## config.mk

```make
export PLATFORM = sky130hd
export DESIGN_NAME = if_fetch_unit
export DESIGN_NICKNAME = d
export VERILOG_FILES = /design/src/rtl/if_fetch_unit.sv
export SDC_FILE = /design/constraint.sdc
export NUM_CORES = 1
export LEC_CHECK = 0
export ABC_CLOCK_PERIOD_IN_PS = 8500
export BUFFER_PORTS_ARGS = -buffer_cell sky130_fd_sc_hd__buf_2
export CAP_MARGIN = 0
export CORE_AREA = 2 2 129 182
export DETAILED_ROUTE_END_ITERATION = 7
export DIE_AREA = 0 0 131 184
export PLACE_DENSITY = 0.83
export SYNTH_ARGS = -nofsm -noshare
export SYNTH_HDL_FRONTEND = slang
export SYNTH_SLANG_ARGS = --single-unit
export TNS_END_PERCENT = 100
```

## constraint.sdc

```tcl
create_clock -name clk -period 8.5 [get_ports clk]
set_input_delay 0.85 -clock clk [delete_from_list [all_inputs] [get_ports clk]]
set_output_delay 0.85 -clock clk [all_outputs]
set_load 0.01 [all_outputs]
```

## src/rtl/if_fetch_unit.sv

```systemverilog
// Instruction-fetch stage feeding the IF/ID register: owns the fetch PC,
// issues pipelined imem requests within a credit limit, queues returned
// words with their PC in order, and discards responses made stale by a
// branch/jump redirect.
module if_fetch_unit #(
    parameter logic [31:0] RESET_PC = 32'h0000_0000,
    parameter int          DEPTH    = 4
) (
    input  logic        clk,
    input  logic        rst,
    input  logic        stall,
    input  logic        redirect,
    input  logic [31:0] redirect_pc,
    output logic        imem_req,
    output logic [31:0] imem_addr,
    input  logic        imem_gnt,
    input  logic        imem_rvalid,
    input  logic [31:0] imem_rdata,
    output logic        instr_valid,
    output logic [31:0] instr,
    output logic [31:0] pc
);

    localparam int PW = $clog2(DEPTH);
    localparam int CW = PW + 1;
    localparam logic [CW:0] DEPTH_W = DEPTH[CW:0];
    localparam logic [31:0] BOOT_PC = {RESET_PC[31:2], 2'b00};

    typedef enum logic [1:0] {
        ST_BOOT  = 2'd0,
        ST_RUN   = 2'd1,
        ST_DRAIN = 2'd2
    } state_e;

    state_e         state_q, state_d;
    logic [31:0]    fetch_pc_q, fetch_pc_d;
    logic [31:0]    resp_pc_q, resp_pc_d;   // PC of the next non-stale response
    logic [CW-1:0]  out_q, out_d;           // live requests awaiting a response
    logic [CW-1:0]  drop_q, drop_d;         // stale responses still to discard
    logic [CW-1:0]  cnt_q, cnt_d;           // queue occupancy
    logic [PW-1:0]  rd_q, rd_d, wr_q, wr_d;
    logic [31:0]    q_instr [DEPTH];
    logic [31:0]    q_pc    [DEPTH];

    logic [CW:0]    credit_sum;
    logic [CW-1:0]  stale, drop_base;
    logic           accept, rv_run, rv_drain, push, pop;
    logic           unused_rpc_bits;

    assign unused_rpc_bits = ^redirect_pc[1:0];

    // Credit uses registered counts only, so imem_req never depends on inputs.
    assign credit_sum = {1'b0, out_q} + {1'b0, cnt_q};
    assign imem_req   = (state_q == ST_RUN) && (credit_sum < DEPTH_W);
    assign imem_addr  = fetch_pc_q;

    assign accept   = imem_req & imem_gnt;
    assign rv_run   = imem_rvalid & (state_q == ST_RUN);
    assign rv_drain = imem_rvalid & (state_q == ST_DRAIN);
    assign push     = rv_run & ~redirect;
    assign pop      = instr_valid & ~stall & ~redirect;

    // Requests in flight after this cycle; all of them become stale on a redirect.
    assign stale     = out_q + CW'(accept) - CW'(rv_run);
    assign drop_base = drop_q - CW'(rv_drain);

    // Next-state logic for the FSM, fetch PC and in-flight bookkeeping.
    // NOTE: every variable gets a default first so no path leaves it unassigned (no latch).
    always_comb begin
        state_d    = state_q;
        fetch_pc_d = fetch_pc_q;
        resp_pc_d  = resp_pc_q;
        out_d      = stale;
        drop_d     = drop_base;

        if (accept)  fetch_pc_d = fetch_pc_q + 32'd4;
        if (rv_run)  resp_pc_d  = resp_pc_q + 32'd4;

        case (state_q)
            ST_BOOT:  state_d = ST_RUN;
            ST_RUN:   state_d = ST_RUN;
            ST_DRAIN: if (drop_base == '0) state_d = ST_RUN;
            default:  state_d = ST_BOOT;
        endcase

        if (redirect) begin
            fetch_pc_d = {redirect_pc[31:2], 2'b00};
            resp_pc_d  = {redirect_pc[31:2], 2'b00};
            drop_d     = drop_base + stale;
            out_d      = '0;
            state_d    = ((drop_base + stale) != '0) ? ST_DRAIN : ST_RUN;
        end
    end

    // Queue pointer/occupancy update; a redirect flushes the queue.
    always_comb begin
        rd_d  = rd_q;
        wr_d  = wr_q;
        cnt_d = cnt_q + CW'(push) - CW'(pop);
        if (push) wr_d = wr_q + 1'b1;
        if (pop)  rd_d = rd_q + 1'b1;
        if (redirect) begin
            rd_d  = '0;
            wr_d  = '0;
            cnt_d = '0;
        end
    end

    // Control state registers with asynchronous reset.
    // NOTE: sequential state uses <= so every register samples pre-edge values.
    always_ff @(posedge clk or posedge rst) begin
        if (rst) begin
            state_q    <= ST_BOOT;
            fetch_pc_q <= BOOT_PC;
            resp_pc_q  <= BOOT_PC;
            out_q      <= '0;
            drop_q     <= '0;
            cnt_q      <= '0;
            rd_q       <= '0;
            wr_q       <= '0;
        end else begin
            state_q    <= state_d;
            fetch_pc_q <= fetch_pc_d;
            resp_pc_q  <= resp_pc_d;
            out_q      <= out_d;
            drop_q     <= drop_d;
            cnt_q      <= cnt_d;
            rd_q       <= rd_d;
            wr_q       <= wr_d;
        end
    end

    // Queue storage: write the returned word with the PC it was fetched from.
    // NOTE: storage is not reset; cnt_q gates every read, so contents are don't-care when empty.
    always_ff @(posedge clk) begin
        if (push) begin
            q_instr[wr_q] <= imem_rdata;
            q_pc[wr_q]    <= resp_pc_q;
        end
    end

    assign instr_valid = (cnt_q != '0);
    assign instr       = instr_valid ? q_instr[rd_q] : 32'h0;
    assign pc          = instr_valid ? q_pc[rd_q]    : 32'h0;

    a_rvalid_expected: assert property (@(posedge clk) disable iff (rst)
        imem_rvalid |-> ((out_q != '0) || (drop_q != '0)));

    a_counts_bounded: assert property (@(posedge clk) disable iff (rst)
        ({1'b0, out_q} <= DEPTH_W) && ({1'b0, drop_q} <= DEPTH_W) && ({1'b0, cnt_q} <= DEPTH_W));

endmodule

```

Yosys cells after proc, flatten, opt, wreduce, memory -nomap -nowiden
Memory sizes are Yosys's and may differ from the RTL's.
Index checks and enable logic that the tools add are counted.
{"block": "classes", "add_sub_neg": 11, "order_cmp": 1, "n_eq_ne": 3, "mux": 19, "bitwise": 8, "n_reduce_logical": 10}
{"operator": "32-bit two-way mux", "n": 6}
{"operator": "32-bit by 3-bit adder with 32-bit output (second input constant)", "n": 2}
{"operator": "2-bit two-way mux", "n": 7}
{"operator": "3-bit two-way mux", "n": 3}
{"operator": "3-bit by 1-bit subtractor with 3-bit output", "n": 3}
{"operator": "2-bit nonzero test", "n": 4}
{"operator": "3-bit by 1-bit adder with 3-bit output", "n": 2}
{"operator": "1-bit bitwise AND", "n": 6}
{"operator": "3-bit nonzero test", "n": 2}
{"operator": "2-bit by 1-bit adder with 2-bit output (second input constant)", "n": 2}
{"operator": "3-bit by 3-bit adder with 4-bit output", "n": 1}
{"operator": "4-bit by 3-bit < comparator with 1-bit output (second input constant)", "n": 1}
{"operator": "2-bit one-hot mux with 2 select lines", "n": 1}
{"operator": "3-bit adder", "n": 1}
{"operator": "3-bit zero test", "n": 1}
{"operator": "3-bit by 2-bit inequality test with 1-bit output (second input constant)", "n": 1}
{"operator": "2-bit by 1-bit equality test with 1-bit output (second input constant)", "n": 1}
{"operator": "2-bit equality test (second input constant)", "n": 1}
{"operator": "2-bit zero test", "n": 1}
{"operator": "1-bit two-way mux", "n": 2}
{"operator": "1-bit NOT", "n": 2}
{"operator": "2-bit OR reduction", "n": 1}
{"operator": "1-bit logical AND", "n": 1}
{"block": "totals", "reg_bits": 79, "mem_bits_rw": 256, "word_cells": 62, "n_memories": 2}
{"memory": "q_instr", "words": 4, "word_bits": 32, "read_ports": 1, "rd_clocked_by_memory_dff": 0, "write_ports": 1, "line_no": "42", "rtl": "logic [31:0] q_instr [DEPTH];"}
{"memory": "q_pc", "words": 4, "word_bits": 32, "read_ports": 1, "rd_clocked_by_memory_dff": 0, "write_ports": 1, "line_no": "43", "rtl": "logic [31:0] q_pc [DEPTH];"}

Depth between registers and ports, before layout
{"block": "depth", "word_depth": 10, "depth_mapped": 16, "mapped_depth_nobuf": 14}

Least setup slack after synthesis
OpenSTA, ideal clock, no wires.
{"block": "synth_path", "path_type": "register to register", "startpoint": "register cnt_q[2]", "endpoint": "register state_q[1]", "setup_time_ns": 0.126, "t_arrival_ns": 4.137, "required_ns": 8.374, "setup_slack_ns": 4.237, "stages_incl_launch_ff": 17, "n_path_buf": 2, "path_cell_list": "dfrtp_1 -> ha_1 -> or4b_4 -> nor4b_4 -> inv_2 -> buf_2 -> clkbuf_1 -> ha_1 -> inv_1 -> ha_1 -> inv_1 -> fa_1 -> inv_1 -> fa_1 -> xnor2_1 -> mux2i_1 -> a311o_1"}
{"block": "synth_between", "elab_chain_len": 10}
{"element": "start: declaration", "line_no": "40", "rtl": "logic [CW-1:0] cnt_q, cnt_d;"}
{"element": "start signal: assignment", "line_no": "127", "rtl": "cnt_q <= cnt_d;"}
{"element": "3-bit by 3-bit adder with 4-bit output", "line_no": "53", "rtl": "assign credit_sum = {1'b0, out_q} + {1'b0, cnt_q};"}
{"element": "4-bit by 3-bit < comparator with 1-bit output", "line_no": "54", "rtl": "assign imem_req = (state_q == ST_RUN) && (credit_sum < DEPTH_W);"}
{"element": "1-bit logical AND", "line_no": "54"}
{"element": "1-bit bitwise AND", "line_no": "57", "rtl": "assign accept = imem_req & imem_gnt;"}
{"element": "3-bit by 1-bit adder with 3-bit output", "line_no": "64", "rtl": "assign stale = out_q + CW'(accept) - CW'(rv_run);"}
{"element": "3-bit by 1-bit subtractor with 3-bit output", "line_no": "64"}
{"element": "3-bit adder", "line_no": "91", "rtl": "state_d = ((drop_base + stale) != '0) ? ST_DRAIN : ST_RUN;"}
{"element": "3-bit nonzero test", "line_no": "91"}
{"element": "2-bit two-way mux", "line_no": "91"}
{"element": "2-bit two-way mux", "line_no": "86", "rtl": "if (redirect) begin"}
{"element": "end signal: assignment", "line_no": "122", "rtl": "state_q <= state_d;"}
{"element": "end: declaration", "line_no": "35", "rtl": "state_e state_q, state_d;"}
Every way passes these cells.
A chain may end at the register's enable or synchronous reset.

Worst setup path in the final report
Ends and elaborated chain as after synthesis.

==> impl_metrics.toml <==
[layout]
nets = 1146
seq_area_um2 = 9330
layout.cells.most_common = "edfxtp_1"
syn_to_final_growth_pct = 13.9
layout_common_cells = "edfxtp_1, buf_2, dfrtp_1, nor2b_1, mux4_2"
multi_input_area_um2 = 4350
drive_above_1_share_pct = 27.3
final_area_um2 = 15900
antennaDiodeCount = 0
fill_cells = 1450

[timing]
final-setup-viol-count = 0
rsz0062_at_grt = "false"
fmax_mhz = 226
fin_ws_ps = 4070
timing.final.max_slew_violations = 0
finalCritPeriodShare_pct = 52.1
finalSetupTns_ps = 0
slew_headroom_pct = 34.4
hold_ws_ps = 526
layout_min_cycle_time_ps = 4430
tightest_slew_ps = 985
hold_viol_final = 0
skew_ps = 12.1

[synth]
synth-compound-area-share_pct = 5.54
synth_xor_area_share_pct = 1.22
async_reset_ff_share_pct = 23.2
synth_fa_ha_area_share_pct = 1.77
syn_area_um2 = 14000
synthDistinctLibCells = 56
synth_top_family_by_area = "simple AND/OR/NAND/NOR gates"
synth-edff-count = 248
synthMuxAreaShare_pct = 10.4
ys_seq_area_share_pct = 66.6
ys.flop_type = "edfxtp_1"
synthCells = 913
ys_warn_count = 0
yosys_register_bits = 323
synth-simple-area-share_pct = 11.9
syn_area_per_cell_um2 = 15.3

[floorplan]
core_um2 = 22400
die_h_um = 184
die_w_um = 131
die_area_um2 = 24100
rows = 65
initial_utilization_pct = 62.6
pin_count = 168

[global_route]
grt_pass1_vias = 8458
grt_overflow_total = 0
grt_util_all_layers_pct = 23.1
grt_max_degree = 76
grt_antenna_before_repair = 0
grt_pass1_wl_um = 43300

[power]
leakage_nw = 5.64
powerDensity_nw_per_um2 = 257
vdd_drop_max_mv = 0.201

[clock_tree]
cts_resized = 0
cts_buffer_depth = 3
path_clk_slew_ps = 70
cts-root-buf = "clkbuf_16"
clk_latency_ps = 530
h-tree-depth = 1
cts_tree = "done"
clock-sinks = 323
postCtsSetupBuffers = 0
cts_buffers = 29
hold_buffers = 0

[detailed_routing]
wl_per_cell_um = 19.7
viasPerCell = 6.08
vias = 8402
routed_wirelength_um = 27200
dr.first_iter.drc_count = 616
ant_nets = 0
first_pass_iters = 5
drc = 0

[min_path]
worstHoldPathType = "input port to register"

[run]
cap_violations = 0

[setup_path]
crit_arrival_ps = 4840
path_class = "register to register"
startpoint_type = "register"
required_ps = 8910
crit_fanout = 27
crit_path_end_kind = "register"

[run_status]
status = "complete, no violations"

[place]
placed_cell_area_um2 = 15000
pre_cts_ws_ps = 4060
dp_hpwl_um = 16500
gp_congestion = 0.856
port_buffers = 161
## state kept, by name, indices dropped and copies added, names as in the netlist
register,count
q_pc,120
resp_pc_q,30
imem_addr,30
q_instr,128
rd_q,2
wr_q,2
state_q,2
cnt_q,3
out_q,3
drop_q,3
## worst paths after layout
check / start / to / slack, ps / depth (start not counted)
hold reg to reg: resp_pc_q[3]$_DFFE_PP0N_ / q_pc[3][3]$_DFFE_PP_ / 580 / 0
setup / recovery: cnt_q[2]$_DFF_PP0_ / state_q[1]$_DFFE_PP0P_ / 4070 / 14
setup reg to reg: cnt_q[2]$_DFF_PP0_ / state_q[1]$_DFFE_PP0P_ / 4070 / 14
hold / removal: imem_rdata[7] / q_instr[0][7]$_DFFE_PP_ / 530 / 1
max in group asynchronous: rst / rd_q[0]$_DFFE_PP0P_ / 7140 / 3
min in group asynchronous: rst / imem_addr[7]$_DFFE_PP0N_ / 600 / 3
## critical path: stages, from the launching register on
cell and delay (ps):
dfrtp_1 420, ha_1 290, or4b_4 550, nor4b_4 460, inv_2 280, ha_1 340
inv_1 50, ha_1 130, inv_1 40, fa_1 500, inv_1 60, fa_1 440
xnor2_1 260, mux2i_1 140, a311o_1 330
## routing by layer
| layer | part of all wire, % | GRT usage (%) |
|---|---|---|
| met5 | 0 | 0 |
| met4 | 2.9 | 7.49 |
| met3 | 5.2 | 3.14 |
| met2 | 52 | 40.0 |
| met1 | 40 | 30.4 |
## per-stage QoR
stage / utilization, % / power, mW / std cells
3_5_place_dp: 67.2 / 2.89 / 1328
4_1_cts: 71.3 / 4.14 / 1381
2_1_floorplan: - / 2.57 / 916
3_3_place_gp: 67.2 / 2.87 / 1328
5_1_grt: 71.3 / 4.30 / 1381
6_report: 71.3 / 4.10 / 1381
## synth_stat cells (3+ instances only)
cell	number	share of area, %
and3_1	16	0.71
mux2i_1	3	0.21
o21ai_0	15	0.54
nand3_1	23	0.82
o21a_1	3	0.16
nand2_1	27	0.72
nor4_1	14	0.63
nand4_1	18	0.80
or3_1	7	0.31
nand2b_1	6	0.27
o31ai_1	23	1.2
a211oi_1	12	0.64
fa_1	3	0.43
edfxtp_1	248	53
nor2b_1	66	2.9
ha_1	15	1.3
buf_1	10	0.27
a21oi_1	12	0.43
and4_1	9	0.56
or4_1	26	1.4
inv_1	22	0.59
dfrtp_1	75	13
xor2_1	6	0.38
clkbuf_1	43	1.2
mux2_2	3	0.24
o31a_1	9	0.56
and2_1	6	0.27
buf_4	4	0.21
xnor2_1	11	0.69
nor2_1	47	1.3
nor3_1	11	0.39
a31oi_1	27	1.2
mux4_2	62	10
## power breakdown
part | internal [mW] | total (mW) | switching, mW
Sequential | 1.80 | 1.89 | 0.0993
Combinational | 0.442 | 0.948 | 0.505
Clock | 0.706 | 1.26 | 0.550
Total | 2.94 | 4.10 | 1.15
## area by class of cell
class,count,area share [%]
Clock buffer,37,4.87
Timing Repair Buffer,171,5.52
Multi-Input combinational cell,508,27.3
Inverter,25,0.589
Sequential cell,323,58.5
Clock inverter,16,0.871
Tap cell,301,2.36
## kinds of logic after synthesis
| kind of cell | count (synthesis) |
|---|---|
| xor+xnor | 18 |
| fa+ha+maj | 18 |
| other cells | 1 |
| simple gates | 287 |
| flops | 323 |
| buf+inv | 85 |
| compound gates | 113 |
| mux | 68 |
Note: power is estimated with default switching activity, not from simulation.
